--- config.mk ---
export PLATFORM = sky130hd
export DESIGN_NAME = elevator_ctrl
export DESIGN_NICKNAME = d
export VERILOG_FILES = /design/src/rtl/elevator_pkg.sv /design/src/rtl/elevator_timer.sv /design/src/rtl/elevator_ctrl.sv
export SDC_FILE = /design/constraint.sdc
export NUM_CORES = 1
export LEC_CHECK = 0
export CORE_ASPECT_RATIO = 1.25
export CORE_MARGIN = 2
export CORE_UTILIZATION = 35
export CTS_CLUSTER_DIAMETER = 120
export DETAILED_ROUTE_END_ITERATION = 6
export DONT_BUFFER_PORTS = 1
export PLACE_DENSITY = 0.46
export SLEW_MARGIN = 40
export SYNTH_ARGS = -nofsm -noshare
export SYNTH_HDL_FRONTEND = slang
export SYNTH_SLANG_ARGS = --single-unit
--- constraint.sdc ---
create_clock -name clk -period 5.9 [get_ports clk]
set_clock_uncertainty 0.2 [all_clocks]
set_input_delay 0.885 -clock clk [delete_from_list [all_inputs] [get_ports clk]]
set_output_delay 0.885 -clock clk [all_outputs]
set_load 0.03 [all_outputs]
--- src/rtl/elevator_pkg.sv ---
// Shared types and constants for the elevator controller slice.
package elevator_pkg;

  localparam int unsigned FLOOR_W            = 5;
  localparam int unsigned FLOOR_MIN          = 1;
  localparam int unsigned NUM_FLOORS_DEFAULT = 9;

  typedef enum logic [1:0] {
    IDLE,
    MOVE_UP,
    MOVE_DOWN,
    DOOR_OPEN
  } state_e;

  function automatic int unsigned max_u(input int unsigned a, input int unsigned b);
    return (a > b) ? a : b;
  endfunction

endpackage

--- src/rtl/elevator_timer.sv ---
// Up-counter that pulses done on its last tick and restarts from zero.
module elevator_timer #(
  parameter int unsigned TICKS = 4,
  parameter int unsigned W     = 3
) (
  input  logic clk,
  input  logic rst,
  input  logic en,
  input  logic clr,
  output logic done
);

  logic [W-1:0] cnt;

  assign done = en && (cnt == W'(TICKS - 1));

  always_ff @(posedge clk) begin
    if (rst || clr) begin
      cnt <= '0;
    end else if (en) begin
      cnt <= done ? '0 : cnt + W'(1);
    end
  end

endmodule

--- src/rtl/elevator_ctrl.sv ---
// SCAN-scheduled elevator controller: latches calls, times travel and door dwell,
// and reports the current floor to the display stage.
module elevator_ctrl
  import elevator_pkg::*;
#(
  parameter int unsigned NUM_FLOORS      = NUM_FLOORS_DEFAULT,
  parameter int unsigned TICKS_PER_FLOOR = 50_000_000,
  parameter int unsigned DOOR_TICKS      = 100_000_000
) (
  input  logic                  clk,
  input  logic                  rst,
  input  logic [NUM_FLOORS-1:0] req,
  output logic [FLOOR_W-1:0]    floor,
  output logic                  door_open,
  output logic                  moving,
  output logic                  dir_up,
  output logic [NUM_FLOORS-1:0] pending
);

  localparam int unsigned TIMER_W = $clog2(max_u(TICKS_PER_FLOOR, DOOR_TICKS) + 1);

  state_e                  state;
  logic [NUM_FLOORS-1:0]   eff, cur_bit, nxt_bit, clr_mask;
  logic [FLOOR_W-1:0]      nxt_floor;
  logic                    above, below, here, here_nxt, ahead_nxt;
  logic                    in_move, in_door, travel_done, door_done;

  assign in_move   = (state == MOVE_UP) || (state == MOVE_DOWN);
  assign in_door   = (state == DOOR_OPEN);
  assign eff       = pending | req;
  assign nxt_floor = (state == MOVE_DOWN) ? floor - FLOOR_W'(1) : floor + FLOOR_W'(1);

  // Call scan relative to the current floor and to the floor reached at terminal count.
  always_comb begin
    above     = 1'b0;
    below     = 1'b0;
    ahead_nxt = 1'b0;
    cur_bit   = '0;
    nxt_bit   = '0;
    for (int i = 0; i < int'(NUM_FLOORS); i++) begin
      cur_bit[i] = (i + 1 == int'(floor));
      nxt_bit[i] = (i + 1 == int'(nxt_floor));
      if (eff[i] && (i + 1 > int'(floor))) above = 1'b1;
      if (eff[i] && (i + 1 < int'(floor))) below = 1'b1;
      if (eff[i] && ((state == MOVE_DOWN) ? (i + 1 < int'(nxt_floor))
                                          : (i + 1 > int'(nxt_floor)))) ahead_nxt = 1'b1;
    end
  end

  assign here     = |(eff & cur_bit);
  assign here_nxt = |(eff & nxt_bit);

  // Door state keeps clearing the current floor so repeat presses are absorbed.
  always_comb begin
    clr_mask = '0;
    case (state)
      IDLE:              if (here) clr_mask = cur_bit;
      MOVE_UP, MOVE_DOWN: if (travel_done && here_nxt) clr_mask = nxt_bit;
      DOOR_OPEN:         clr_mask = cur_bit;
      default:           clr_mask = '0;
    endcase
  end

  elevator_timer #(
    .TICKS (TICKS_PER_FLOOR),
    .W     (TIMER_W)
  ) u_travel_timer (
    .clk  (clk),
    .rst  (rst),
    .en   (in_move),
    .clr  (!in_move),
    .done (travel_done)
  );

  elevator_timer #(
    .TICKS (DOOR_TICKS),
    .W     (TIMER_W)
  ) u_door_timer (
    .clk  (clk),
    .rst  (rst),
    .en   (in_door),
    .clr  (!in_door),
    .done (door_done)
  );

  always_ff @(posedge clk) begin
    if (rst) begin
      state     <= IDLE;
      floor     <= FLOOR_W'(FLOOR_MIN);
      door_open <= 1'b0;
      moving    <= 1'b0;
      dir_up    <= 1'b1;
      pending   <= '0;
    end else begin
      pending <= eff & ~clr_mask;
      case (state)
        IDLE: begin
          if (here) begin
            state     <= DOOR_OPEN;
            door_open <= 1'b1;
          end else if (above && (dir_up || !below)) begin
            state  <= MOVE_UP;
            moving <= 1'b1;
            dir_up <= 1'b1;
          end else if (below) begin
            state  <= MOVE_DOWN;
            moving <= 1'b1;
            dir_up <= 1'b0;
          end
        end
        MOVE_UP, MOVE_DOWN: begin
          if (travel_done) begin
            floor <= nxt_floor;
            if (here_nxt) begin
              state     <= DOOR_OPEN;
              moving    <= 1'b0;
              door_open <= 1'b1;
            end else if (!ahead_nxt) begin
              state  <= IDLE;
              moving <= 1'b0;
            end
          end
        end
        DOOR_OPEN: begin
          if (door_done) begin
            state     <= IDLE;
            door_open <= 1'b0;
          end
        end
        default: state <= IDLE;
      endcase
    end
  end

endmodule

=== After elaboration in Yosys (flattened, before gate mapping) ===
Index checks and enable logic that the tools add are counted.

* Register bits: 73

* Add/sub/neg operators: 4
* Magnitude comparators: 36
* Equal/unequal tests: 31
* Multiplexer cells: 64
* Bitwise operators: 6
* Reduce and logical (&&, ||, !) cells: 49

{| class="wikitable"
|+ Operators by type and width
! operator !! number
|-
| $add 27x1->27 const B || 2
|-
| $mux 27 || 2
|-
| $mux 1 || 48
|-
| $eq 4x5->1 const A || 8
|-
| $gt 3x5->1 const A || 8
|-
| $lt 3x5->1 const A || 8
|-
| $logic_and 1x1->1 || 31
|-
| $and 9x9->9 || 3
|-
| $eq 27x26->1 const B || 1
|-
| $eq 27x27->1 const B || 1
|-
| $pmux 9 s3 || 1
|-
| $eq 3x5->1 const A || 4
|-
| $eq 5x5->1 const A || 4
|-
| $gt 2x5->1 const A || 4
|-
| $gt 4x5->1 const A || 4
|-
| $lt 2x5->1 const A || 4
|-
| $lt 4x5->1 const A || 4
|-
| $mux 9 || 2
|-
| $reduce_or 9->1 || 2
|-
| $mux 2 || 7
|-
| $eq 2x5->1 const A || 2
|-
| $gt 1x5->1 const A || 2
|-
| $lt 1x5->1 const A || 2
|-
| $not 9->9 || 1
|-
| 23 further kinds || 35
|}

=== Depth between registers and ports, before layout ===
* Word-level depth: 18
* Depth in mapped cells: 13
* Mapped depth without buffers: 10

=== By module ===
A second synthesis with hierarchy kept.

* Cells, all modules: 586
* Area, all modules: 4679.5 sq um

{| class="wikitable"
|+ By module, submodules not included
! module !! times used !! cells each !! area each (sq um) !! seq. area each (sq um)
|-
| elevator_ctrl || 1 || 272 || 1988.2 || 380.4
|-
| elevator_timer at u_door_timer || 1 || 155 || 1350.0 || 540.5
|-
| elevator_timer at u_travel_timer || 1 || 159 || 1341.3 || 540.5
|}

=== Least setup slack after synthesis ===
No wires, ideal clock.

* Path kind: register -> register
* Start point: register floor[0]
* End point: register pending[6]
* Arrival: 3.299 ns
* Required time: 5.566 ns
* Path slack: 2.267 ns
* Stages on the path, launching flop included: 13
* Clock period less this slack: 3.633 ns
* Path through: dfxtp_1 buf_1 inv_2 ha_1 clkbuf_1 xnor2_1 mux4_2 nor2_1 o21a_1 o21ba_2 or3_1 a21oi_1 nor4_1

* Cells in the longest elaborated chain, start to end: 10
* Elaborated cells on any way between the ends: 31

{| class="wikitable"
|+ Ends and longest elaborated chain
! element !! line !! text
|-
| start, declared || elevator_ctrl.sv:13 || <nowiki>output logic [FLOOR_W-1:0] floor,</nowiki>
|-
| start signal, assigned || elevator_ctrl.sv:89 || <nowiki>floor <= FLOOR_W'(FLOOR_MIN);</nowiki>
|-
| start signal, assigned || elevator_ctrl.sv:113 || <nowiki>floor <= nxt_floor;</nowiki>
|-
| $add 5x1->5 or $sub 5x1->5 (tied branches) || elevator_ctrl.sv:31 || <nowiki>assign nxt_floor = (state == MOVE_DOWN) ? floor - FLOOR_W'(1) : floor + FLOOR_W'(1);</nowiki>
|-
| $mux 5 || elevator_ctrl.sv:31 ||
|-
| $eq 2x5->1, or another cell as far along || elevator_ctrl.sv:42 || <nowiki>nxt_bit[i] = (i + 1 == int'(nxt_floor));</nowiki>
|-
| $and 9x9->9 || elevator_ctrl.sv:51 || <nowiki>assign here_nxt = |(eff & nxt_bit);</nowiki>
|-
| $reduce_or 9->1 || elevator_ctrl.sv:51 ||
|-
| $logic_and 1x1->1 || elevator_ctrl.sv:58 || <nowiki>MOVE_UP, MOVE_DOWN: if (travel_done && here_nxt) clr_mask = nxt_bit;</nowiki>
|-
| $mux 9 || elevator_ctrl.sv:58 ||
|-
| $pmux 9 s3 * || elevator_ctrl.sv:56 || <nowiki>case (state)</nowiki>
|-
| $not 9->9 * || elevator_ctrl.sv:95 || <nowiki>pending <= eff & ~clr_mask;</nowiki>
|-
| $and 9x9->9 * || elevator_ctrl.sv:95 ||
|-
| end signal, assigned || elevator_ctrl.sv:95 ||
|-
| end, declared || elevator_ctrl.sv:17 || <nowiki>output logic [NUM_FLOORS-1:0] pending</nowiki>
|}

Every way passes the cells marked *; elsewhere a longest branch is shown, timed or not.
A chain may end at the register's enable or synchronous reset.

=== Worst setup path in the final report ===
* Start point: register floor[1]
* End point: register state[0]

* Cells in the longest elaborated chain, start to end: 17
* Elaborated cells on any way between the ends: 135

{| class="wikitable"
|+ Ends and longest elaborated chain
! element !! line !! text
|-
| parallel branches: the longest is 17 deep, another holds $add 5x1->5 || -- ||
|-
| end signal, assigned || elevator_ctrl.sv:99 || <nowiki>state <= DOOR_OPEN;</nowiki>
|-
| end signal, assigned || elevator_ctrl.sv:102 || <nowiki>state <= MOVE_UP;</nowiki>
|-
| end signal, assigned || elevator_ctrl.sv:106 || <nowiki>state <= MOVE_DOWN;</nowiki>
|-
| end, declared || elevator_ctrl.sv:22 || <nowiki>state_e state;</nowiki>
|}

Several ways; the timed one is not identified. The select of a mux whose other input is x is not followed.

==> results.cfg <==
[timing]
maxSlewViolCount = 0
setup_violations = 0
hold_violations = 0
final.period_utilization_pct = 69.5
min_period_ns = 4.10
rsz0062_at_grt = false
max_freq_mhz = 244
worstMarginPinSlew_ns = 0.755
tns_ns = 0
maxSlewHeadroom_pct = 49.6

[critical_path]
worstPathRequired_ns = 5.96
crit_type = reg -> reg
cp-start-kind = register
crit_fanout = 16
arrival_ns = 4.16
reg2reg_depth = 9
setup.worst_path.end_class = register

[logic_synthesis]
ys_seq_elements = 73
yosys-top-cells-area = dfxtp_1 (34%), nor2_1 (7.9%), xor2_1 (6.7%)
synth_edf_count = 0
ys_types = 71
async_reset_ff_share_pct = 0
yosys_warnings = 0
syn_avg_cell_area_um2 = 8.00
yosysSeqAreaShare_pct = 33.7
synthCells = 542
synth-main-ff-cell = dfxtp_1
synth_top_area_share_pct = 33.7
synth_common_cells = nor2_1 (91), dfxtp_1 (73), nand2_1 (33), xor2_1 (33), nand3_1 (28)
yosysMostFrequentCell = nor2_1
synth_top_area_cell = dfxtp_1
syn_nets = 564
syn_area_mm2 = 0.00434

[global_routing]
grt_pass1_vias = 3807
grt_max_degree = 31
grt_pass1_wl_um = 19500
gr-total-overflow = 0
antenna_found_initial = 0
grt.total_usage_pct = 18.4

[clock_tree]
path_clk_slew_ns = 0.06
cts_resized = 0
cts_setup_buffers = 0
cts_tree = done
clk_latency_ns = 0.34
htree_levels = 3
cts_hold_buf = 0
cts_max_path_buffers = 2
numCtsBuffers = 9
cts_root_buffer = clkbuf_16
clock-sinks = 73

[hold_path]
min_path_cells = 1
worstHoldPathType = reg -> reg

[detailed_routing]
wl_um = 12200
vias_per_cell = 5.60
drcViolationCount = 0
drt_pass1_iterations = 4
drt_iter0_drc = 169
vias = 3918
wl_per_cell_um = 17.4
ant_nets = 0

[die]
initial_core_util_pct = 35.8
die_area_mm2 = 0.0133
io_pins = 28
core_mm2 = 0.0121
dieHeight_um = 128
rows = 45
dieWidth_um = 104

[final_layout]
fin_nets = 553
syn_to_final_growth_pct = 10.8
drive_gt1_share_pct = 6.90
diodes = 0

[pwr]
total_leakage_power_nw = 1.60
vdd_drop_max_mv = 0.121
power_density_mw_per_mm2 = 295
finalPower_mw = 1.42

[job]
maxCapViolCount = 0

[placed_design]
io_buffers = 0
gp_congestion = 0.934
dp_hpwl_um = 8910

[outcome]
outcome = complete, no violations
cell families (layout without fill, tap and decap cells):
group	Yosys count	count (layout)	synth area share, %
buf+inv	42	36	3.78
flops	73	73	33.7
simple gates	251	251	29.7
compound gates	106	106	17.1
xor+xnor	50	50	10.1
fa+ha+maj	11	11	3.17
mux	9	9	2.42
critical path: stages, from the launching register on:
cell and delay, ns:
dfxtp_1 0.81, inv_1 0.24, ha_1 0.47, xnor2_1 0.64
o32ai_1 0.19, a2111oi_0 0.67, nor4_1 0.15, and4_1 0.26
o21ai_2 0.19, mux2i_1 0.20
metrics by stage:
| step | instances | worst slack (ns) | hold slack (ns) | utilization [%] | instance area (µm²) |
|---|---|---|---|---|---|
| detailed placement | 684 | 1.93 | 0.241 | 37.0 | 4480 |
| CTS | 700 | 1.90 | 0.254 | 39.7 | 4800 |
| finish | 700 | 1.80 | 0.247 | 39.7 | 4800 |
| global route | 700 | 1.63 | 0.263 | 39.7 | 4800 |
| floorplan | 542 | 2.27 | 0.218 | - | 4340 |
| global placement | 684 | 1.93 | 0.232 | 36.9 | 4460 |
layer usage:
metal / share of wire [%] / up-vias / global-route usage, %
li1: - / 1931 / -
met1: 40 / 1852 / 19.1
met2: 51 / 94 / 33.9
met3: 4.1 / 41 / 3.80
met4: 5.0 / 0 / 12.2
met5: 0 / - / 0
area by class of cell:
cell class	count	area [µm²]
clock buffer	14	264
clock inverter	2	60.1
fill	1269	7300
inverter	17	63.8
multi-input combinational	427	2730
sequential	73	1460
tap	164	205
timing repair buffer	3	22.5
path summary, 6_finish.rpt:
kind                               from                     to  slack (ns)
setup reg to reg               floor[1]               state[0]        1.80
setup / recovery               floor[1]               state[0]        1.80
hold / removal    u_travel_timer.cnt[0]  u_travel_timer.cnt[0]        0.25
hold reg to reg   u_travel_timer.cnt[0]  u_travel_timer.cnt[0]        0.25
power by group:
part / internal (mW) / switching, mW / total (mW)
logic: 0.0905 / 0.175 / 0.266
registers: 0.514 / 0.0390 / 0.553
clock network: 0.394 / 0.207 / 0.601
total: 0.998 / 0.421 / 1.42
cells in the final DEF (no fill, tap or decap), types with 11 or more instances in the layout:
master / instances
o21ai_0: 17
and3_1: 15
inv_1: 15
nand4_1: 17
ha_1: 11
xnor2_1: 17
nand2_1: 33
dfxtp_1: 73
xor2_1: 33
a21oi_1: 23
nor2_1: 91
nand3_1: 28
registers in the layout (all words and copies together), names as in the netlist:
name                count
dir_up                  1
door_open               1
floor                   5
moving                  1
pending                 9
state                   2
u_door_timer.cnt       27
u_travel_timer.cnt     27
No activity file was read; power rests on OpenSTA's default activity.
